### src/rtl/uff_pkg.sv
// Shared mode encoding for the universal flip-flop bank.
// Pure types/constants: no latency, no flow control.
package uff_pkg;

  localparam int UFF_MODE_W = 2;

  typedef enum logic [UFF_MODE_W-1:0] {
    UFF_D  = 2'd0,
    UFF_T  = 2'd1,
    UFF_JK = 2'd2,
    UFF_SR = 2'd3
  } uff_mode_t;

endpackage

### src/rtl/uff_cell.sv
// One bit of next-state logic for D/T/JK/SR; purely combinational, zero latency.
// No backpressure: the bank decides via en whether q_next is captured.
module uff_cell
  import uff_pkg::*;
(
  input  uff_mode_t mode,
  input  logic      a,
  input  logic      b,
  input  logic      q,
  input  logic      carry_in,
  output logic      q_next,
  output logic      invalid
);

  always_comb begin
    q_next  = q;
    invalid = 1'b0;
    case (mode)
      UFF_D:  q_next = a;
      UFF_T:  q_next = q ^ (a & carry_in);
      UFF_JK: begin
        case ({a, b})
          2'b01:   q_next = 1'b0;
          2'b10:   q_next = 1'b1;
          2'b11:   q_next = ~q;
          default: q_next = q;
        endcase
      end
      UFF_SR: begin
        // S=R=1 is illegal; the bit holds and the bank may record the event.
        case ({a, b})
          2'b01:   q_next = 1'b0;
          2'b10:   q_next = 1'b1;
          2'b11:   invalid = 1'b1;
          default: q_next = q;
        endcase
      end
      default: q_next = q;
    endcase
  end

endmodule

### src/rtl/univ_ff_bank.sv
// Configurable D/T/JK/SR register bank with T-mode cascade counter; q updates one edge after en.
// No backpressure; optional sticky SR-invalid flag built when UFF_SR_ERR_EN is defined.
module univ_ff_bank
  import uff_pkg::*;
#(
  parameter int                    WIDTH     = 8,
  parameter logic [WIDTH-1:0]      INIT      = '0,
  parameter logic [UFF_MODE_W-1:0] INIT_MODE = 2'd0
) (
  input  logic                  clk,
  input  logic                  reset,
  input  logic [UFF_MODE_W-1:0] mode,
  input  logic                  mode_ld,
  input  logic                  en,
  input  logic                  cascade,
  input  logic [WIDTH-1:0]      a,
  input  logic [WIDTH-1:0]      b,
  input  logic                  clr_err,
  output logic [WIDTH-1:0]      q,
  output logic [WIDTH-1:0]      qn,
  output logic [UFF_MODE_W-1:0] cur_mode,
  output logic                  tc,
  output logic                  err
);

  logic [WIDTH-1:0] r_q;
  uff_mode_t        r_mode;
  logic [WIDTH-1:0] w_carry;
  logic [WIDTH-1:0] w_q_next;
  logic [WIDTH-1:0] w_invalid;

  // Bit i may toggle in cascade only when every lower bit is already 1.
  always_comb begin
    w_carry = '0;
    for (int i = 0; i < WIDTH; i++) begin
      logic [WIDTH-1:0] lo_mask;
      lo_mask    = {WIDTH{1'b1}} >> (WIDTH - i);
      w_carry[i] = ~cascade | ((r_q & lo_mask) == lo_mask);
    end
  end

  for (genvar i = 0; i < WIDTH; i++) begin : g_cell
    uff_cell u_cell (
      .mode     (r_mode),
      .a        (a[i]),
      .b        (b[i]),
      .q        (r_q[i]),
      .carry_in (w_carry[i]),
      .q_next   (w_q_next[i]),
      .invalid  (w_invalid[i])
    );
  end

  always_ff @(posedge clk or posedge reset) begin
    if (reset) begin
      r_q    <= INIT;
      r_mode <= uff_mode_t'(INIT_MODE);
    end else begin
      if (en)      r_q    <= w_q_next;
      if (mode_ld) r_mode <= uff_mode_t'(mode);
    end
  end

  assign q        = r_q;
  assign qn       = ~r_q;
  assign cur_mode = r_mode;
  assign tc       = (r_mode == UFF_T) & cascade & en & (&a) & (&r_q);

`ifdef UFF_SR_ERR_EN
  logic r_err;

  always_ff @(posedge clk or posedge reset) begin
    if (reset)                  r_err <= 1'b0;
    else if (en && |w_invalid)  r_err <= 1'b1;
    else if (clr_err)           r_err <= 1'b0;
  end

  assign err = r_err;
`else
  logic w_unused;
  assign w_unused = clr_err ^ (|w_invalid);
  assign err      = 1'b0;
`endif

endmodule

### config.mk
export PLATFORM = sky130hd
export DESIGN_NAME = univ_ff_bank
export DESIGN_NICKNAME = d
export VERILOG_FILES = /design/src/rtl/uff_pkg.sv /design/src/rtl/uff_cell.sv /design/src/rtl/univ_ff_bank.sv
export SDC_FILE = /design/constraint.sdc
export NUM_CORES = 1
export LEC_CHECK = 0
export CORE_UTILIZATION = 40
export CTS_BUF_LIST = sky130_fd_sc_hd__clkbuf_4 sky130_fd_sc_hd__clkbuf_8
export DETAILED_ROUTE_END_ITERATION = 8
export GPL_ROUTABILITY_DRIVEN = 0
export GPL_TIMING_DRIVEN = 0
export PLACE_DENSITY = 0.66
export SLEW_MARGIN = 20
export SYNTH_ARGS = -nofsm -noshare
export SYNTH_HDL_FRONTEND = slang
export SYNTH_HIERARCHICAL = 1
export SYNTH_SLANG_ARGS = --single-unit
### constraint.sdc
create_clock -name clk -period 2 [get_ports clk]
set_input_delay 0.2 -clock clk [delete_from_list [all_inputs] [get_ports clk]]
set_output_delay 0.2 -clock clk [all_outputs]
set_load 0.02 [all_outputs]
==> run summary <==
PLACE
-----------------------------------------------------------------------------------------------
Placed Cells incl. Taps                                                                     258
Number of port buffers                                                                       41
Pre-CTS setup slack                                                                   -304.4 ps
Placed standard-cell area                                                            1878 sq um
DP HPWL                                                                                2.542 mm

POWER AND IR DROP
-----------------------------------------------------------------------------------------------
Overall power of the completed layout                                                  1.217 mW
Power density cells                                                                619.4 nW/um^2
Static leakage                                                                        0.8822 nW
Maximum VDD drop                                                                    0.0004536 V

CLOCKING
-----------------------------------------------------------------------------------------------
Hold buffer count at CTS                                                                      0
Clock input transition at the sequential cells of the worst setup and hold paths          60 ps
Clock Tree Buf Depth                                                                          2
Number of buffers inserted during clock tree synthesis                                        3
Clock tree from TritonCTS                                                                 built
Clock network latency to the later pin of the worst-skew pair                            270 ps
Clock tree root buffer cell                                                            clkbuf_4
Number of H-tree levels                                                                       1
Clock sinks                                                                                  10

GRT
-----------------------------------------------------------------------------------------------
GRT overflow                                                                                  0
Antenna violations before repair                                                              0
First-pass GRT wire length                                                             5.499 mm
Largest net degree at the start of global routing                                            36
Via count of the first global-routing pass                                                 1329
Global-route usage over all layers                                                       19.48%

SYNTH
-----------------------------------------------------------------------------------------------
Synthesis warning total                                                                       6
Post-Syn Instances                                                                          170
Average size of a mapped cell                                                       8.265 sq um
Netlist area before placement                                                        1405 sq um

FLOORPLANNING
-----------------------------------------------------------------------------------------------
Std-Cell Core Area                                                                   3363 sq um
Row count                                                                                    21
Starting density of the core                                                             41.78%
Number of top-level pins                                                                     44
Horizontal die dimension                                                           61.27 microns
Die Y                                                                              61.27 microns
Overall die area                                                                     3754 sq um

DETAILED ROUTING
-----------------------------------------------------------------------------------------------
DRC violation count after routing                                                             0
Routed via count                                                                           1432
Routed WL                                                                              3.564 mm
Routed via count divided by cell count                                                    5.383
Detailed router's first-iteration violation count                                            69
Number of routed nets with antenna violations                                                 0
Wire per inst                                                                      13.40 microns
Drt pass-1 iters                                                                              4

CELLS AND AREA
-----------------------------------------------------------------------------------------------
Most frequent standard cell in the layout excluding fill and tap cells             clkdlybuf4s50_1
Most frequent cells in the layout                                                  clkdlybuf4s50_1 (38), inv_1 (25), nand2b_1 (24)
Area growth from synthesis to final layout                                               39.80%
Area occupied by multi-input gates                                                   1054 sq um
Layout cell share with drive strength beyond 1                                           15.91%
Count of inserted antenna diode cells                                                         0
Register cell area after layout                                                     261.5 sq um
Utilization after layout                                                                 58.41%
Final cell count without fillers                                                            266
Final net count                                                                             253
Filler Cell Count                                                                           339
Post-route cell area                                                                 1964 sq um

STA
-----------------------------------------------------------------------------------------------
Final slew viol count                                                                         0
PnR worst setup slack                                                                  152.5 ps
Final cycle utilization of the critical path                                             92.37%
Total Neg Setup Slack                                                                      0 ps
Final Hold Violating Endpoints                                                                0
Fmax                                                                                  541.3 MHz
Worst Hold Margin                                                                      215.4 ps
Count of endpoints failing setup in the final report                                          0
Post-Route Skew                                                                        7.029 ps
Shortest period the worst path allows                                                   1847 ps
Setup repair after global routing missed its margin                                       false

SETUP PATH
-----------------------------------------------------------------------------------------------
Category of the worst setup path launch point                                          register
Worst setup path category                                                               reg2out
Arrival time of the worst setup path                                                    1650 ps
Slack of the worst reg-to-reg path                                                       200 ps
Crit Path Max Fanout                                                                         19
Data required time of the worst path                                                    1800 ps
CP Capture Type                                                                     output port

MIN PATH
-----------------------------------------------------------------------------------------------
Class of the most critical hold timing path                                            in2async

RUN
-----------------------------------------------------------------------------------------------
Max-capacitance violation count                                                               0

OUTCOME
-----------------------------------------------------------------------------------------------
Result of the run                                                                  finished clean

-- state kept, by name, summed over array words and instances, names as in the netlist --
signal,flops
q,8
cur_mode,2
-- final cells by class --
class	instances	area share, %
timing repair buffer	45	22.93
clock buffer	4	1.847
buffer	2	0.5732
sequential	10	13.31
tap	46	2.930
inverter	25	4.777
multi-input combinational	134	53.63
-- repair_timing --
| action | in CTS | in global routing |
|---|---|---|
| setup endpoints to repair | 3 | 3 |
| setup buffers | 2 | 2 |
| pin swaps | 0 | 1 |
| gates resized for setup | 8 | 5 |
-- power by group --
group | total [mW] | switching (mW) | internal (mW)
Sequential | 0.333 | 0.0875 | 0.246
Combinational | 0.707 | 0.333 | 0.374
Clock | 0.177 | 0.0662 | 0.110
Total | 1.22 | 0.487 | 0.730
-- final timing paths --
check | start | endpoint | depth (start not counted)
max | cur_mode[0]$_DFFE_PP0P_ | tc | 3
min reg2reg | q[5]$_DFFE_PP0P_ | q[5]$_DFFE_PP0P_ | 2
min in group clk | a[0] | q[0]$_DFFE_PP0P_ | 5
max in group asynchronous | reset | cur_mode[1]$_DFFE_PP0P_ | 2
max reg2reg | q[0]$_DFFE_PP0P_ | q[7]$_DFFE_PP0P_ | 8
min | reset | cur_mode[0]$_DFFE_PP0P_ | 2
-- per-layer routing --
layer / part of all wire [%] / track usage [%]
met4: 0 / 3.571
met2: 50 / 36.02
met5: 0 / 0
met1: 46 / 23.84
met3: 3.8 / 3.151
-- worst max-delay path, cell delays in order (launching register included) --
cell,delay [ps]
dfrtp_4,660
nand3_1,140
nor4_2,270
clkdlybuf4s15_2,300
(Power assumes the default switching activity.)
